===== config.mk =====
export PLATFORM = sky130hd
export DESIGN_NAME = pe_flex
export DESIGN_NICKNAME = d
export VERILOG_FILES = /design/src/rtl/pe_flex_pkg.sv /design/src/rtl/pe_mac_sat.sv /design/src/rtl/pe_flex.sv
export SDC_FILE = /design/constraint.sdc
export NUM_CORES = 1
export LEC_CHECK = 0
export BUFFER_PORTS_ARGS = -buffer_cell sky130_fd_sc_hd__buf_2
export CAP_MARGIN = 20
export CORE_MARGIN = 3
export CORE_UTILIZATION = 57
export DETAILED_ROUTE_END_ITERATION = 12
export GPL_TIMING_DRIVEN = 0
export PLACE_DENSITY = 0.79
export SLEW_MARGIN = 25
export SYNTH_ARGS = -nofsm -noshare
export SYNTH_HDL_FRONTEND = slang
export SYNTH_SLANG_ARGS = --single-unit

===== constraint.sdc =====
create_clock -name clk -period 8.5 [get_ports clk]
set_input_delay 1.7 -clock clk [delete_from_list [all_inputs] [get_ports clk]]
set_output_delay 1.7 -clock clk [all_outputs]
set_load 0.01 [all_outputs]

===== src/rtl/pe_flex_pkg.sv =====
// Shared types and saturation-bound helpers for the flexible-dataflow MAC PE.
// No timing of its own; consumed by pe_flex and pe_mac_sat.
// No flow control; pure declarations.
package pe_flex_pkg;

    typedef enum logic [1:0] {
        MODE_IS = 2'd0,
        MODE_WS = 2'd1,
        MODE_OS = 2'd2
    } mode_t;

    typedef enum logic [1:0] {
        ST_IDLE   = 2'd0,
        ST_ACTIVE = 2'd1,
        ST_DRAIN  = 2'd2
    } state_t;

    // Action selected for the current cycle after priority resolution.
    typedef struct packed {
        logic cfg;
        logic ld;
        logic dr;
        logic mac;
    } op_t;

    // Bounds are built wide and sliced by the user to PSUM_W+1 bits.
    localparam int BOUND_W = 130;

    function automatic logic [BOUND_W-1:0] sat_hi(input int psum_w, input int sgn);
        logic [BOUND_W-1:0] one;
        one = {{(BOUND_W-1){1'b0}}, 1'b1};
        sat_hi = (sgn != 0) ? (one << (psum_w - 1)) - one : (one << psum_w) - one;
    endfunction

    function automatic logic [BOUND_W-1:0] sat_lo(input int psum_w, input int sgn);
        logic [BOUND_W-1:0] one;
        one = {{(BOUND_W-1){1'b0}}, 1'b1};
        sat_lo = (sgn != 0) ? ~(one << (psum_w - 1)) + one : '0;
    endfunction

    function automatic mode_t decode_mode(input logic [1:0] m);
        case (m)
            2'd1:    decode_mode = MODE_WS;
            2'd2:    decode_mode = MODE_OS;
            default: decode_mode = MODE_IS;
        endcase
    endfunction

endpackage


===== src/rtl/pe_mac_sat.sv =====
// Combinational a*b+c with signed/unsigned extension and clamp to the psum range.
// Latency: 0 cycles (purely combinational).
// Backpressure: none; result is valid whenever operands are.
module pe_mac_sat
    import pe_flex_pkg::*;
#(
    parameter int IN_W   = 16,
    parameter int WT_W   = 16,
    parameter int PSUM_W = 32,
    parameter int SIGNED = 1
) (
    input  logic [IN_W-1:0]   a,
    input  logic [WT_W-1:0]   b,
    input  logic [PSUM_W-1:0] c,
    output logic [PSUM_W-1:0] sum,
    output logic              sat
);
    localparam int PROD_W = IN_W + WT_W;
    localparam logic [BOUND_W-1:0] HI_FULL = sat_hi(PSUM_W, SIGNED);
    localparam logic [BOUND_W-1:0] LO_FULL = sat_lo(PSUM_W, SIGNED);
    localparam logic [PSUM_W:0] HI = HI_FULL[PSUM_W:0];
    localparam logic [PSUM_W:0] LO = LO_FULL[PSUM_W:0];
    localparam logic SX = (SIGNED != 0);

    logic [PROD_W-1:0] a_x;
    logic [PROD_W-1:0] b_x;
    logic [PROD_W-1:0] prod;
    logic [PSUM_W:0]   prod_x;
    logic [PSUM_W:0]   c_x;
    logic [PSUM_W:0]   tot;

    // Extending both operands to the product width makes one multiplier
    // correct for both signed and unsigned arithmetic.
    assign a_x    = {{WT_W{SX & a[IN_W-1]}}, a};
    assign b_x    = {{IN_W{SX & b[WT_W-1]}}, b};
    assign prod   = a_x * b_x;
    assign prod_x = {{(PSUM_W + 1 - PROD_W){SX & prod[PROD_W-1]}}, prod};
    assign c_x    = {SX & c[PSUM_W-1], c};
    assign tot    = prod_x + c_x;

    always_comb begin
        sum = tot[PSUM_W-1:0];
        sat = 1'b0;
        if (SX) begin
            if ($signed(tot) > $signed(HI)) begin
                sum = HI[PSUM_W-1:0];
                sat = 1'b1;
            end else if ($signed(tot) < $signed(LO)) begin
                sum = LO[PSUM_W-1:0];
                sat = 1'b1;
            end
        end else if (tot > HI) begin
            sum = HI[PSUM_W-1:0];
            sat = 1'b1;
        end
    end

endmodule


===== src/rtl/pe_flex.sv =====
// Systolic MAC cell with run-time IS/WS/OS dataflow, saturation and OS column drain.
// Latency: 1 cycle MAC to psum_out/acc; drain shifts DRAIN_DEPTH values over DRAIN_DEPTH cycles.
// Backpressure: none; process_en/load_en are dropped while draining.
module pe_flex
    import pe_flex_pkg::*;
#(
    parameter int IN_W        = 16,
    parameter int WT_W        = 16,
    parameter int PSUM_W      = 32,
    parameter int SIGNED      = 1,
    parameter int DRAIN_DEPTH = 4
) (
    input  logic              clk,
    input  logic              rst,
    input  logic              cfg_load,
    input  logic [1:0]        mode,
    input  logic              load_en,
    input  logic              process_en,
    input  logic              drain,
    input  logic [IN_W-1:0]   input_in,
    input  logic [WT_W-1:0]   weight_in,
    input  logic [PSUM_W-1:0] psum_in,
    output logic [IN_W-1:0]   input_out,
    output logic [WT_W-1:0]   weight_out,
    output logic [PSUM_W-1:0] psum_out,
    output logic              psum_valid,
    output logic              sat_flag,
    output logic              busy
);
    localparam int STAT_W = (IN_W > WT_W) ? IN_W : WT_W;
    localparam int CNT_W  = $clog2(DRAIN_DEPTH) + 1;
    localparam logic [CNT_W-1:0] CNT_LAST = CNT_W'(DRAIN_DEPTH - 1);

    state_t            state;
    state_t            state_nxt;
    mode_t             mode_q;
    op_t               op;
    logic [STAT_W-1:0] stat_reg;
    logic [IN_W-1:0]   input_reg;
    logic [WT_W-1:0]   weight_reg;
    logic [PSUM_W-1:0] psum_reg;
    logic [PSUM_W-1:0] acc;
    logic [CNT_W-1:0]  drain_cnt;
    logic              psum_valid_q;
    logic              sat_flag_q;
    logic              busy_q;
    logic [IN_W-1:0]   mac_a;
    logic [WT_W-1:0]   mac_b;
    logic [PSUM_W-1:0] mac_c;
    logic [PSUM_W-1:0] mac_sum;
    logic              mac_sat;
    logic              in_drain;
    logic              drain_last;

    assign in_drain   = (state == ST_DRAIN);
    assign drain_last = in_drain && (drain_cnt == CNT_LAST);

    // Draining locks out every control input; otherwise strict priority.
    always_comb begin
        op = '0;
        if (!in_drain) begin
            if (cfg_load)
                op.cfg = 1'b1;
            else if (load_en)
                op.ld = 1'b1;
            else if (drain && mode_q == MODE_OS && state == ST_ACTIVE)
                op.dr = 1'b1;
            else if (process_en)
                op.mac = 1'b1;
        end
    end

    always_comb begin
        state_nxt = state;
        case (state)
            ST_IDLE:   if (op.ld || op.mac) state_nxt = ST_ACTIVE;
            ST_ACTIVE: begin
                if (op.cfg)
                    state_nxt = ST_IDLE;
                else if (op.dr)
                    state_nxt = ST_DRAIN;
            end
            ST_DRAIN:  if (drain_last) state_nxt = ST_IDLE;
            default:   state_nxt = ST_IDLE;
        endcase
    end

    always_ff @(posedge clk or posedge rst) begin
        if (rst)
            state <= ST_IDLE;
        else
            state <= state_nxt;
    end

    // Single shared MAC: the stationary register replaces one operand in IS/WS,
    // and the accumulator replaces psum_in in OS.
    always_comb begin
        mac_a = input_in;
        mac_b = weight_in;
        mac_c = psum_in;
        case (mode_q)
            MODE_IS: mac_a = stat_reg[IN_W-1:0];
            MODE_WS: mac_b = stat_reg[WT_W-1:0];
            MODE_OS: mac_c = acc;
            default: ;
        endcase
    end

    pe_mac_sat #(
        .IN_W   (IN_W),
        .WT_W   (WT_W),
        .PSUM_W (PSUM_W),
        .SIGNED (SIGNED)
    ) u_mac (
        .a   (mac_a),
        .b   (mac_b),
        .c   (mac_c),
        .sum (mac_sum),
        .sat (mac_sat)
    );

    always_ff @(posedge clk or posedge rst) begin
        if (rst) begin
            mode_q       <= MODE_IS;
            stat_reg     <= '0;
            input_reg    <= '0;
            weight_reg   <= '0;
            psum_reg     <= '0;
            acc          <= '0;
            drain_cnt    <= '0;
            psum_valid_q <= 1'b0;
            sat_flag_q   <= 1'b0;
            busy_q       <= 1'b0;
        end else begin
            psum_valid_q <= 1'b0;
            busy_q       <= (state_nxt != ST_IDLE);
            if (op.cfg) begin
                sat_flag_q <= 1'b0;
                acc        <= '0;
                if (state == ST_IDLE)
                    mode_q <= decode_mode(mode);
            end
            if (op.ld) begin
                case (mode_q)
                    MODE_IS: stat_reg <= STAT_W'(input_in);
                    MODE_WS: stat_reg <= STAT_W'(weight_in);
                    default: ;
                endcase
            end
            if (op.mac) begin
                sat_flag_q <= sat_flag_q | mac_sat;
                case (mode_q)
                    MODE_WS: begin
                        psum_reg     <= mac_sum;
                        input_reg    <= input_in;
                        psum_valid_q <= 1'b1;
                    end
                    MODE_OS: begin
                        acc        <= mac_sum;
                        input_reg  <= input_in;
                        weight_reg <= weight_in;
                    end
                    default: begin
                        psum_reg     <= mac_sum;
                        weight_reg   <= weight_in;
                        psum_valid_q <= 1'b1;
                    end
                endcase
            end
            // First drain cycle emits this PE's accumulator, the rest shift the column.
            if (in_drain) begin
                psum_valid_q <= 1'b1;
                if (drain_cnt == '0) begin
                    psum_reg <= acc;
                    acc      <= '0;
                end else begin
                    psum_reg <= psum_in;
                end
                drain_cnt <= drain_last ? '0 : drain_cnt + CNT_W'(1);
            end
        end
    end

    assign input_out  = (mode_q == MODE_IS) ? stat_reg[IN_W-1:0] : input_reg;
    assign weight_out = (mode_q == MODE_WS) ? stat_reg[WT_W-1:0] : weight_reg;
    assign psum_out   = psum_reg;
    assign psum_valid = psum_valid_q;
    assign sat_flag   = sat_flag_q;
    assign busy       = busy_q;

endmodule


==> summary.txt <==
Floorplanning
  • Num rows: 63
  • Top Ports: 139
  • CORE AREA: between 30000 and 40000 µm²
  • Initial Util: 58.80%
  • Die H: 182.2 µm
  • Die Area: 33210 µm²
  • Die width: 182.2 µm

Critical path
  • Worst Setup Start Kind: flop
  • Critical Path RT: 8.82 ns
  • CP max-delay cell: fa_1
  • FF-to-FF setup slack: ~0.17 ns
  • Crit-path most repeated cell: fa_1
  • CP endpoint: psum_out[24]$_DFFE_PP0P_
  • Worst r2r src: mode_q[0]$_DFFE_PP0P_
  • CP arrival: 8.65 ns
  • Worst Reg2Reg Path Length in Cells: 27
  • CP max stage delay: 0.58 ns
  • Crit. End Element: flop
  • CP Max Fanout: 10
  • Reg2reg end: psum_out[24]$_DFFE_PP0P_
  • Crit Path Category: reg2reg
  • Crit. Startpoint: mode_q[0]$_DFFE_PP0P_

Global route
  • Tot GR Track Use: approximately a third
  • First-pass GRT wire length: 86.13 mm
  • Initial antenna violation count: 0
  • Vias in the first global route: 15660
  • Largest net degree at the start of global routing: between 70 and 80
  • GRT overflow: 0

Synthesis
  • Yosys warnings: 0
  • Dominant cell type by area after synthesis: fa_1
  • Main synth FF type: dfrtp_1
  • Synth unique cells: 63
  • EDFF count, synth: 0
  • Yosys reg bits: 122
  • Syn_area_per_cell: approximately 8.9 µm²
  • Post-synthesis sequential area ratio: 17.24%
  • Cells after Synth: 1985
  • Mapped Area: 17700 µm²
  • Syn nets: between 2000 and 2500
  • Top cells by area, synth: fa_1 (34%), dfrtp_1 (17%), inv_1 (8.1%)
  • Yosys top cell area share: 33.81%
  • Async set-reset flop share out of synthesis: 100.0%

CTS
  • H-tree Lvls: 4
  • Hold buffer count at cts: 0
  • Clock tree sinks: 122
  • CTS tree: done
  • CTS buffer count: 17
  • Reg clk slew, reported paths: 0.06 ns
  • Deepest clock path buffer count: 2
  • Clock root cell: clkbuf_16
  • Clock Latency Late Sink: 0.44 ns

Place
  • Dpl cell area: 18940 µm²
  • GPL Wtd Cong: 0.9767
  • DPL Wire Length: 42.81 mm
  • IO Port Bufs: 138

Hold path
  • Min-delay worst type: reg2reg

Timing
  • Slew headroom: 42.71%
  • Layout Skew: 0.01434 ns
  • Max frequency: 120.0 MHz
  • Setup violators final: 0
  • Period utilisation layout: 98.03%
  • RSZ-0062 raised after global routing: true
  • Fin crit period: roughly 8.3 ns
  • Final hold viol count: 0
  • Max-slew violation count: 0
  • Worst slew pin tran: 0.8594 ns

Detailed routing
  • Avg WL per Cell: 20.95 µm
  • Routed vias/inst: roughly 5.8
  • 1st-iter DRT viols: 1435
  • Vias: 14880
  • Detail Route Antenna Nets: 0
  • Pre-Repair DR Iteration Count: 6
  • Drt total wl: 53.52 mm
  • Number of remaining DRC errors: 0

Cells and area
  • Layout Nets: between 2000 and 3000
  • Post-route cell area: roughly 20000 µm²
  • Most frequent cells in the layout: inv_1 (377), fa_1 (297), nand2_1 (257)
  • Leading cell type in the layout, fill and taps excluded: inv_1
  • P&R area growth vs syn: 13.00%
  • Share of cells above drive strength 1: between 10% and 20%

Flow run
  • Max-cap viol count: 0

Run status
  • Status: complete, no violations
cell type report:
cell class,instances,area (µm²)
multi-input combinational,1402,13220
fill,2442,10110
sequential,122,3053
inverter,382,1446
timing repair buffer,153,820.8
tap,390,488.0
clock buffer,17,425.4
buffer,73,356.6
clock inverter,15,188.9
antenna,1,2.502
Yosys cell counts (3+ instances only):
| library cell | number |
|---|---|
| or2_2 | 5 |
| and3_1 | 4 |
| a31oi_1 | 6 |
| fa_1 | 299 |
| o211ai_1 | 5 |
| o21ai_1 | 23 |
| buf_1 | 8 |
| a221o_1 | 5 |
| nand2_1 | 263 |
| o21a_1 | 17 |
| mux2i_1 | 32 |
| maj3_1 | 3 |
| xor2_1 | 12 |
| o21bai_1 | 5 |
| o21ai_0 | 104 |
| clkbuf_1 | 60 |
| nor2b_1 | 6 |
| nor3_1 | 9 |
| nand2b_1 | 11 |
| xnor2_1 | 26 |
| nand3_1 | 6 |
| a211oi_1 | 6 |
| dfrtp_1 | 122 |
| inv_1 | 382 |
| ha_1 | 107 |
| mux2_2 | 74 |
| a21o_1 | 11 |
| a21oi_1 | 121 |
| a21oi_2 | 3 |
| o31ai_1 | 3 |
| nor3b_1 | 3 |
| and2_1 | 7 |
| nor2_1 | 194 |
| buf_2 | 9 |
worst max-delay path: cells and delay by family (launching register included):
kind                     cells  cell delay (ns)
buffers and inverters        8             1.20
AO/OA/AOI/OAI                6             1.49
adder cells (fa/ha/maj)      8             3.70
flip-flops                   1             0.43
AND/OR/NAND/NOR              5             1.36
cells by family after synthesis:
logic type	after synthesis	synth area share, %
flops	122	17.24
fa+ha+maj	410	41.60
compound gates	327	10.75
buf+inv	461	9.922
simple gates	521	12.08
mux	106	6.516
xor+xnor	38	1.880
how the worst min path moves through the flow:
stage / start / to / depth (start not counted)
3_5_place_dp: psum_out[31]$_DFFE_PP0P_ / psum_out[31]$_DFFE_PP0P_ / 1
6_report: input_reg[3]$_DFFE_PP0P_ / input_reg[3]$_DFFE_PP0P_ / 2
4_1_cts: psum_out[31]$_DFFE_PP0P_ / psum_out[31]$_DFFE_PP0P_ / 1
5_1_grt: psum_out[31]$_DFFE_PP0P_ / psum_out[31]$_DFFE_PP0P_ / 1
2_1_floorplan: input_reg[10]$_DFFE_PP0P_ / input_reg[10]$_DFFE_PP0P_ / 2
3_3_place_gp: psum_out[31]$_DFFE_PP0P_ / psum_out[31]$_DFFE_PP0P_ / 1
metrics by stage:
step	utilization, %	hold slack [ns]	worst slack [ns]	TNS [ns]	cells
finish	66.44	0.4807	0.1670	0	2555
global route	66.43	0.4943	-0.06748	-0.1998	2554
CTS	65.75	0.4841	0.002225	0	2550
detailed placement	62.89	0.4672	-1.364	-72.09	2515
global placement	62.71	0.4592	-1.294	-65.80	2513
floorplan	-	0.4498	0.0007594	0	1985
repair_timing:
action,CTS,global route
endpoints found under the setup margin,65,63
resized for setup,61,59
pin swaps,4,6
setup buffers,6,7
metal layers:
layer  part of all wire (%)  routed length (µm)  GRT usage [%]  vias up
met4                    3.5                1847          12.37        0
met5                      0                   0              0        -
met2                     46               24710          51.86      882
met3                     11                5869          8.411      157
met1                     39               21090          45.14     7325
li1                       -                   -              -     6512
Power is not shown: default switching activity piles up to over one toggle a cycle in this logic, so the estimate is an artifact.
